===== config.mk =====
export PLATFORM = sky130hd
export DESIGN_NAME = bram_in_pack
export DESIGN_NICKNAME = d
export VERILOG_FILES = /design/src/rtl/bram_in_pack.sv
export SDC_FILE = /design/constraint.sdc
export NUM_CORES = 1
export LEC_CHECK = 0
export CORE_MARGIN = 2
export CORE_UTILIZATION = 50
export DETAILED_ROUTE_END_ITERATION = 10
export DONT_BUFFER_PORTS = 1
export GPL_TIMING_DRIVEN = 0
export PLACE_DENSITY = 0.62
export SLEW_MARGIN = 40
export SYNTH_ARGS = -nofsm -noshare
export SYNTH_HDL_FRONTEND = slang
export SYNTH_SLANG_ARGS = --single-unit

===== constraint.sdc =====
create_clock -name clk -period 2.55 [get_ports clk]
set_clock_uncertainty 0.05 [all_clocks]
set_input_delay 0.255 -clock clk [delete_from_list [all_inputs] [get_ports clk]]
set_output_delay 0.255 -clock clk [all_outputs]
set_load 0.005 [all_outputs]

===== src/rtl/bram_in_pack.sv =====
// ---------------------------------------------------------------------------
// bram_in_pack
// Write-side companion to the BRAM read-out path. Packs a stream of 32-bit
// words into 64-bit BRAM words (first word of each pair in [63:32], second
// in [31:0]) and writes them to consecutive addresses starting at a
// per-burst start address. An odd trailing word is padded with zeros in the
// lower half.
//
// Ports:
//   clk, rst_n         clock (rising edge), asynchronous active-low reset
//   start, start_addr  burst start request and first BRAM address (idle only)
//   s_data, s_valid,   input word stream with valid/ready handshake;
//   s_last, s_ready    s_last marks the final word of the burst
//   bram_en, bram_we   BRAM enable / write strobe (identical)
//   bram_addr,bram_din BRAM write address and 64-bit write data
//   busy               high from accepted start until done
//   done               one-cycle pulse at burst end
//   odd                last burst ended on a padded, unpaired word
//   wr_cnt             number of 64-bit writes in the last/current burst
// ---------------------------------------------------------------------------
module bram_in_pack #(
    parameter int ADDR_W = 10
) (
    input  logic              clk,
    input  logic              rst_n,
    input  logic              start,
    input  logic [ADDR_W-1:0] start_addr,
    input  logic [31:0]       s_data,
    input  logic              s_valid,
    input  logic              s_last,
    output logic              s_ready,
    output logic              bram_en,
    output logic              bram_we,
    output logic [ADDR_W-1:0] bram_addr,
    output logic [63:0]       bram_din,
    output logic              busy,
    output logic              done,
    output logic              odd,
    output logic [ADDR_W:0]   wr_cnt
);

    typedef enum logic [1:0] {
        IDLE = 2'd0,
        HI   = 2'd1,
        LO   = 2'd2,
        FIN  = 2'd3
    } state_t;

    state_t            state_q,     state_d;
    logic [31:0]       hi_q,        hi_d;
    logic [ADDR_W-1:0] ptr_q,       ptr_d;
    logic [ADDR_W-1:0] bram_addr_q, bram_addr_d;
    logic [63:0]       bram_din_q,  bram_din_d;
    logic              bram_we_q,   bram_we_d;
    logic              busy_q,      busy_d;
    logic              done_q,      done_d;
    logic              odd_q,       odd_d;
    logic [ADDR_W:0]   wr_cnt_q,    wr_cnt_d;

    logic              write_req;
    logic [63:0]       write_data;

    // s_ready depends on state only, so there is no path from s_valid.
    assign s_ready   = (state_q == HI) || (state_q == LO);
    assign bram_en   = bram_we_q;
    assign bram_we   = bram_we_q;
    assign bram_addr = bram_addr_q;
    assign bram_din  = bram_din_q;
    assign busy      = busy_q;
    assign done      = done_q;
    assign odd       = odd_q;
    assign wr_cnt    = wr_cnt_q;

    always_comb begin
        state_d     = state_q;
        hi_d        = hi_q;
        ptr_d       = ptr_q;
        bram_addr_d = bram_addr_q;
        bram_din_d  = bram_din_q;
        bram_we_d   = 1'b0;
        busy_d      = busy_q;
        done_d      = 1'b0;
        odd_d       = odd_q;
        wr_cnt_d    = wr_cnt_q;
        write_req   = 1'b0;
        write_data  = '0;

        case (state_q)
            IDLE: begin
                if (start) begin
                    ptr_d    = start_addr;
                    wr_cnt_d = '0;
                    odd_d    = 1'b0;
                    busy_d   = 1'b1;
                    state_d  = HI;
                end
            end
            HI: begin
                if (s_valid) begin
                    hi_d = s_data;
                    if (s_last) begin
                        // Unpaired final word: write it now, padded below.
                        write_req  = 1'b1;
                        write_data = {s_data, 32'h0000_0000};
                        odd_d      = 1'b1;
                        state_d    = FIN;
                    end else begin
                        state_d = LO;
                    end
                end
            end
            LO: begin
                if (s_valid) begin
                    write_req  = 1'b1;
                    write_data = {hi_q, s_data};
                    state_d    = s_last ? FIN : HI;
                end
            end
            FIN: begin
                done_d  = 1'b1;
                busy_d  = 1'b0;
                state_d = IDLE;
            end
            default: begin
                state_d = IDLE;
            end
        endcase

        // Address and data registers only change on a write, so they hold
        // the last written values while bram_we is low.
        if (write_req) begin
            bram_we_d   = 1'b1;
            bram_addr_d = ptr_q;
            bram_din_d  = write_data;
            ptr_d       = ptr_q + 1'b1;
            if (!(&wr_cnt_q)) begin
                wr_cnt_d = wr_cnt_q + 1'b1;
            end
        end
    end

    always_ff @(posedge clk or negedge rst_n) begin
        if (!rst_n) begin
            state_q     <= IDLE;
            hi_q        <= '0;
            ptr_q       <= '0;
            bram_addr_q <= '0;
            bram_din_q  <= '0;
            bram_we_q   <= 1'b0;
            busy_q      <= 1'b0;
            done_q      <= 1'b0;
            odd_q       <= 1'b0;
            wr_cnt_q    <= '0;
        end else begin
            state_q     <= state_d;
            hi_q        <= hi_d;
            ptr_q       <= ptr_d;
            bram_addr_q <= bram_addr_d;
            bram_din_q  <= bram_din_d;
            bram_we_q   <= bram_we_d;
            busy_q      <= busy_d;
            done_q      <= done_d;
            odd_q       <= odd_d;
            wr_cnt_q    <= wr_cnt_d;
        end
    end

endmodule


Word-level counts from Yosys, hierarchy flattened. Cells that the tools add are included.

Eq/ne operators: 7. Reductions and logical operators: 12. Mux-type cells: 29. Add/subtract/negate cells: 2.

Operator list (number): $mux W64 (3); $pmux W64 S2 (1); $mux W11 (4); $mux W10 (3); $add A11 B1 Y11 const B (1); $reduce_and A11 Y1 (1); $add A10 B1 Y10 const B (1); $mux W1 (10); $mux W2 (4); $ne A2 B2 Y1 const B (4); $pmux W2 S4 (1); $reduce_bool A2 Y1 (4); $pmux W1 S2 (3); $reduce_and A2 Y1 (3); $eq A2 B2 Y1 const B (2); $reduce_and A4 Y1 (1); $reduce_and A3 Y1 (1); $eq A2 B1 Y1 const B (1); $logic_not A2 Y1 (1); $logic_or A1 B1 Y1 (1).

Bits of input ports: 47. Register bits: 133. Output and inout port bits: 91. Logic and storage cells: 60.

Longest topological paths before layout. Gate-level depths: netlist (run 1).

Depth after elaboration: 5. Mapped depth: 9. Gate-level depth less buffers: 7.

Least setup slack after synthesis (run 1). No wires, ideal clock.

Path kind: register to register. Start point: register state_q[1]. End point: register wr_cnt_q[6] (netlist: wr_cnt[6]). Clock period less this slack: 1.823 ns. Stages on the path, launching flop included: 8. Buffers on the path: 1. Required time: 2.413 ns. Slack: 0.727 ns. Setup time: 0.087 ns. Arrival time: 1.686 ns. Cell sequence: dfrtp_1 -> inv_1 -> ha_1 -> and2_2 -> nand2_2 -> buf_6 -> or4_1 -> o211ai_1.

Longest elaborated chain between the ends: 4. Elaborated cells on any way between the ends: 7. Classes of those cells: eq/ne (2); mux (4); reduce/logical (1).

RTL lines: from (decl) (line 49) `state_t state_q, state_d;`; from (signal assigned) (line 155) `state_q <= state_d;`; $logic_not A2 Y1 (line 88) `case (state_q)`; $mux W11 (line 88); $mux W11 (line 136) `if (!(&wr_cnt_q)) begin`; $mux W11 * (line 131) `if (write_req) begin`; net wr_cnt_d[6] (line 58) `logic [ADDR_W:0] wr_cnt_q, wr_cnt_d;`; to (signal assigned) (line 164) `wr_cnt_q <= wr_cnt_d;`; to (decl) (line 58).

Mark *: on every way through the listed nets, which the timed path passes. The rest lies on a longest branch. A chain may end at the register's enable or synchronous reset.

Worst setup path after layout (run 1).
Start point: register state_q[1]. End point: register ptr_q[0].

Longest elaborated chain between the ends: 4. Elaborated cells on any way between the ends: 8. Classes of those cells: eq/ne (2); mux (2); reduce/logical (4).

RTL lines: $eq A2 B2 Y1 / $eq A2 B1 Y1 (equally long branches) (line 88); $pmux W1 S2 (line 88); $reduce_bool A2 Y1 (no source line); $reduce_and A2 Y1 (no source line); to (signal assigned) (line 157) `ptr_q <= ptr_d;`; to (decl) (line 51) `logic [ADDR_W-1:0] ptr_q, ptr_d;`.

Parallel ways exist; a longest one is shown, timed or not.

==> impl_metrics.py, run 1 <==
metrics = {
    "outcome": {
        "outcome": "finished with violations",
        "violations": "hold timing",
    },
    "clock_tree": {
        "cts_made_buffers": 17,
        "clockBufferDepth": 2,
        "ctsHoldBuffers": 43,
        "cts.sinks": 133,
        "clk_pin_slew_worst_paths_ns": 0.06,
        "htree_levels": 4,
        "cts_tree": "yes",
        "cts_root_buffer": "clkbuf_16",
        "cts.repair.resized": 0,
        "clock_latency_ns": 0.42,
        "post_cts_buffers": 0,
    },
    "floorplanning": {
        "core_area_sq_mm": 0.0114,
        "boundaryPins": 138,
        "fp.dieH_microns": 112,
        "die_area_sq_mm": 0.0124,
        "start_util_pct": 50.8,
        "std_cell_rows": 39,
        "die_w_microns": 112,
    },
    "sta": {
        "finalHoldViolations": 133,
        "rsz0062_at_grt": "false",
        "layout_min_cycle_time_ns": 2.17,
        "timing.final.crit_share_pct": 85.1,
        "slew_violations": 0,
        "tightest_slew_ns": 0.557,
        "layout_setup_ws_ns": 0.381,
        "final-setup-viol-count": 0,
        "clock.fmax_mhz": 461,
        "fin_setup_tns_ns": 0,
        "holdWs_ns": -0.513,
        "max_slew_margin_pct": 62.6,
    },
    "worst_setup_path": {
        "worstSetupPathType": "reg2reg",
        "cp-end-kind": "register",
        "crit_required_ns": 2.84,
        "critPathArrivalTime_ns": 2.46,
        "cp-start-kind": "register",
        "crit_fanout": 10,
    },
    "yosys": {
        "syn_nets": 614,
        "synthDistinctLibCells": 49,
        "netlist_area_sq_mm": 0.00578,
        "synth_top_cells_by_area": "dfrtp_1 58%, nand2_1 7.1%, mux2_2 6.2%, a221oi_1 4.8%, nor2_1 4.5%",
        "synth_flop_cell": "dfrtp_1",
        "synthArstFlopShare_pct": 100,
        "synth_top_area_share_pct": 57.6,
        "postSynthAreaPerCell_sq_um": 10.3,
        "synth_edf_count": 0,
        "syn_inst": 561,
        "yosys_warnings": 0,
        "synth_top_cell_by_area": "dfrtp_1",
        "synth.yosys.seq_area_share_pct": 57.6,
        "synth-seq-cells": 133,
    },
    "pwr": {
        "power_mw": 8.69,
        "power_leakage_nw": 3.22,
        "ir_drop_v": 0.000726,
        "p_per_area_mw_per_mm2": 1250,
    },
    "cells_and_area": {
        "diodes": 0,
        "stdcell_count": 778,
        "ff_latch_area_sq_mm": 0.00333,
        "layout_common_cells": "133 x dfrtp_1, 110 x nand2_1, 70 x nor2_1",
        "multiInputGateArea_sq_mm": 0.00223,
        "fill_cells": 942,
        "drive_gt1_share_pct": 14.8,
        "post-route-cell-area_sq_mm": 0.00694,
        "layout_commonest_cell": "dfrtp_1",
        "area_growth_pct": 20.1,
        "final_net_count": 676,
        "finish.utilization_pct": 61.1,
    },
    "flow_run": {
        "maxCapViolCount": 0,
    },
    "routing": {
        "via_per_inst": 5.74,
        "wl_per_cell_microns": 18.4,
        "via_count": 4467,
        "ant_nets": 0,
        "drc": 0,
        "first_pass_iters": 4,
        "drtIter0Drc": 284,
        "totalWireLength_mm": 14.3,
    },
    "placement": {
        "port_buffers": 0,
        "pre_cts_ws_ns": 0.382,
        "placed_cell_area_sq_mm": 0.00596,
        "place_congestion": 0.826,
        "post-dp-hpwl_mm": 9.46,
        "place_inst": 704,
    },
    "grt": {
        "grt_usage_pct": 24.4,
        "antenna_found_initial": 0,
        "grt_max_degree": 134,
        "grt_first_pass_wirelength_mm": 23.8,
        "overflow": 0,
        "grt_pass1_vias": 4567,
    },
    "hold_path": {
        "hold_class": "in2async",
    },
}
[area by class of cell]
type	count	area share, %
clock buffers	23	6.88
clock inverters	8	1.10
inverters	10	0.541
multi-input cells	382	32.1
repair buffers	43	6.20
flip-flops and latches	133	47.9
plain buffers	36	2.65
well taps	143	2.58
[where the power goes]
group	switching [mW]	internal, mW
sequential	0.811	3.12
combinational	1.39	1.08
clock	0.890	1.41
[sequential cells by signal, summed over array words and instances (netlist names)]
signal	cells
bram_addr	10
hi_q	32
odd	1
done	1
wr_cnt	11
busy	1
ptr_q	10
bram_en	1
bram_din	64
state_q	2
[synthesized netlist by cell type (3+ instances only)]
master	n
nand2_1	110
a21oi_1	12
mux2_2	32
ha_1	6
buf_6	3
dfrtp_1	133
buf_2	18
o21a_1	4
nand3_1	45
nand4_1	3
o211ai_1	3
a221oi_1	32
a31oi_1	8
inv_1	10
o221a_2	3
a311oi_1	3
and2_1	5
and3_1	6
o21ai_0	7
clkbuf_1	12
o22ai_1	3
nor2_1	70
nor3_1	3
[kinds of logic (layout without fill, tap and decap cells)]
group | count (synthesis) | after routing | share of synthesized area [%]
compound gates | 87 | 87 | 11.4
xor+xnor | 1 | 1 | 0.152
fa+ha+maj | 6 | 6 | 1.30
buf+inv | 46 | 120 | 3.83
flops | 133 | 133 | 57.6
mux | 34 | 34 | 6.58
simple gates | 254 | 254 | 19.2
[critical path, stage by stage, from the launching register on]
cell and delay, ns:
dfrtp_1 0.43, inv_1 0.09, ha_1 0.35, and2_2 0.24
nand2_2 0.07, buf_6 0.15, buf_6 0.17, buf_2 0.26
o21ai_0 0.13, a21oi_1 0.15
[metal layers]
layer | global-route usage [%] | up-vias | part of all wire (%)
met3 | 7.89 | 25 | 6.4
li1 | - | 2106 | -
met5 | 0 | - | 0
met1 | 31.7 | 2205 | 44
met4 | 9.30 | 0 | 1.9
met2 | 38.6 | 131 | 47
[worst paths after layout]
kind                              start      endpoint  slack (ns)  cells past startpoint
max                          state_q[1]      ptr_q[0]        0.38                      9
min                               rst_n     wr_cnt[5]       -0.51                      0
max reg2reg                  state_q[1]      ptr_q[0]        0.38                      9
min reg2reg                bram_din[25]  bram_din[25]        0.44                      2
max in group asynchronous         rst_n     wr_cnt[9]        2.75                      0
min in group clk             s_data[28]  bram_din[60]        0.01                      2
Power figures use the tool's default switching activity.
==> run 2, diff against run 1 <==
--- a/config.mk
+++ b/config.mk
@@ -11,6 +11,7 @@
 export DONT_BUFFER_PORTS = 1
 export GPL_TIMING_DRIVEN = 0
 export PLACE_DENSITY = 0.62
+export SETUP_SLACK_MARGIN = 0.15
 export SLEW_MARGIN = 40
 export SYNTH_ARGS = -nofsm -noshare
 export SYNTH_HDL_FRONTEND = slang
==> results of run 2 <==
No change in the layout: final DEF, timing and power equal those of run 1.
==> run 3, diff against run 2 <==
--- a/config.mk
+++ b/config.mk
@@ -6,13 +6,13 @@
 export NUM_CORES = 1
 export LEC_CHECK = 0
 export CORE_MARGIN = 2
-export CORE_UTILIZATION = 50
+export CORE_UTILIZATION = 60
 export DETAILED_ROUTE_END_ITERATION = 10
 export DONT_BUFFER_PORTS = 1
 export GPL_TIMING_DRIVEN = 0
-export PLACE_DENSITY = 0.62
+export PLACE_DENSITY = 0.73
 export SETUP_SLACK_MARGIN = 0.15
-export SLEW_MARGIN = 40
+export SLEW_MARGIN = 20
 export SYNTH_ARGS = -nofsm -noshare
 export SYNTH_HDL_FRONTEND = slang
 export SYNTH_SLANG_ARGS = --single-unit
==> run 3 against run 2 <==
Net effect: the flow still finishes with violations (hold timing); power increased by 2.9%; count of clock-buffer cells in the layout decreased by 3; maximum frequency decreased by 2.1%; final area increased by 0.85%; critical path depth decreased by 1; die area decreased by 16%; final cell count decreased by 1.4%; worst hold slack got worse by 0.11 ns; sequential share of layout area decreased by 0.40 points; critical endpoint is now wr_cnt[3]; largest cell class unchanged; largest power group unchanged.
==> impl_metrics.py, run 3 (synthesis results as in run 1) <==
metrics = {
    "outcome": {
        "outcome": "finished with violations",
        "violations": "hold timing",
    },
    "clock_tree": {
        "cts.repair.resized": 0,
        "clock_latency_ns": 0.52,
        "htree_levels": 4,
        "cts.sinks": 133,
        "cts_tree": "yes",
        "cts_root_buffer": "clkbuf_8",
        "ctsHoldBuffers": 45,
        "clockBufferDepth": 2,
        "clk_pin_slew_worst_paths_ns": 0.06,
        "post_cts_buffers": 0,
        "cts_made_buffers": 17,
    },
    "pwr": {
        "switching_share_pct": 35.6,
        "p_comb_share_pct": 27.9,
        "sequentialPowerShare_pct": 44.1,
        "p_per_area_mw_per_mm2": 1280,
        "ir_drop_v": 0.000602,
        "pwr-share-clk_pct": 28.0,
        "p_switching_mw": 3.19,
        "power_mw": 8.94,
        "p_int_mw": 5.76,
        "power_leakage_nw": 3.25,
    },
    "floorplanning": {
        "fp.dieH_microns": 102,
        "start_util_pct": 62.3,
        "die_area_sq_mm": 0.0104,
        "std_cell_rows": 35,
        "die_w_microns": 102,
        "core_area_sq_mm": 0.00928,
        "boundaryPins": 138,
    },
    "sta": {
        "layout_setup_ws_ns": 0.334,
        "fin_setup_tns_ns": 0,
        "rsz0062_at_grt": "false",
        "holdWs_ns": -0.622,
        "finalHoldViolations": 133,
        "tightest_slew_ns": 0.580,
        "layout_min_cycle_time_ns": 2.22,
        "final-setup-viol-count": 0,
        "max_slew_margin_pct": 61.1,
        "slew_violations": 0,
        "timing.final.crit_share_pct": 86.9,
        "clock.fmax_mhz": 451,
    },
    "cells_and_area": {
        "diodes": 0,
        "largest_reg_flops": 64,
        "stdcell_count": 767,
        "finish.utilization_pct": 75.4,
        "fill_cells": 664,
        "layout_commonest_cell": "dfrtp_1",
        "final_net_count": 678,
        "drive_gt1_share_pct": 15.2,
        "layout_common_cells": "133 x dfrtp_1, 110 x nand2_1, 70 x nor2_1",
        "area_growth_pct": 21.2,
    },
    "worst_setup_path": {
        "reg2reg_from": "state_q[1]",
        "worstSetupStartpoint": "state_q[1]",
        "crit_path_end": "wr_cnt[3]",
        "cp-start-kind": "register",
        "worstRegToRegCells": 8,
        "r2r-end": "wr_cnt[3]",
        "cp-end-kind": "register",
        "reg2reg_setup_slack_ns": 0.33,
        "crit_fanout": 10,
        "worstSetupPathType": "reg2reg",
        "crit_required_ns": 2.93,
        "critPathArrivalTime_ns": 2.60,
    },
    "grt": {
        "grt_pass1_vias": 4559,
        "grt_usage_pct": 28.8,
        "antenna_found_initial": 0,
        "overflow": 0,
        "grt_first_pass_wirelength_mm": 22.9,
        "grt_max_degree": 134,
    },
    "routing": {
        "first_pass_iters": 5,
        "drtIter0Drc": 227,
        "totalWireLength_mm": 14.1,
        "via_per_inst": 5.97,
        "ant_nets": 0,
        "drc": 0,
        "wl_per_cell_microns": 18.4,
        "via_count": 4578,
    },
    "flow_run": {
        "maxCapViolCount": 0,
    },
    "placement": {
        "port_buffers": 0,
        "pre_cts_ws_ns": 0.375,
        "place_inst": 690,
        "post-dp-hpwl_mm": 9.18,
        "place_congestion": 0.877,
    },
    "hold_path": {
        "hold_class": "in2async",
    },
}
[run 3: changes by cell type in the layout (fill, tap and decap cells not counted)]
cell / delta
bufinv_16: +2
clkinv_4: -1
clkinv_2: -3
clkbuf_16: -1
dlygate4sd3_1: +2
clkbuf_1: -2
inv_6: +6
[run 3: per-stage QoR]
| step | cell area [sq um] | hold WS (ns) |
|---|---|---|
| floorplan | 5780 | -0.0906 |
| global placement | 5940 | -0.0877 |
| detailed placement | 5940 | -0.0877 |
| CTS | 7000 | -0.635 |
| global route | 7000 | -0.650 |
| finish | 7000 | -0.622 |
[run 3: layer usage]
layer	vias up	wire length [microns]	GRT usage, %
li1	2113	-	-
met1	2246	5770	37.3
met2	201	6950	46.9
met3	18	1180	8.82
met4	0	193	9.03
met5	-	0	0
[run 3: power by group through the flow]
stage / Clock (mW) / Sequential, mW / Combinational, mW
2_1_floorplan: 0 / 3.72 / 1.92
3_3_place_gp: 0 / 3.92 / 2.30
3_5_place_dp: 0 / 3.97 / 2.40
4_1_cts: 2.54 / 3.95 / 2.49
5_1_grt: 2.65 / 4.07 / 2.81
6_report: 2.50 / 3.94 / 2.50
[run 3: worst min path at each step]
stage,cells after the start,start,end
final,0,rst_n,wr_cnt[5]
after detailed placement,0,rst_n,wr_cnt[5]
after floorplan,0,rst_n,bram_addr[0]
after global routing,0,rst_n,wr_cnt[5]
after CTS,0,rst_n,wr_cnt[5]
after global placement,0,rst_n,wr_cnt[5]
[run 3: layout make-up]
type	instances	area, sq um	area share (%)
flip-flops and latches	133	3330	47.5
multi-input cells	382	2230	31.8
repair buffers	45	450	6.43
clock buffers	20	445	6.36
plain buffers	36	184	2.63
clock inverters	12	165	2.36
well taps	129	161	2.31
inverters	10	37.5	0.536
[run 3: critical path: stages, from the launching register on]
cell      delay (ns)
dfrtp_1         0.43
inv_1           0.09
ha_1            0.38
and2_2          0.21
nand2_2         0.07
inv_1           0.10
clkbuf_1        0.45
a31oi_1         0.17
a31oi_1         0.19
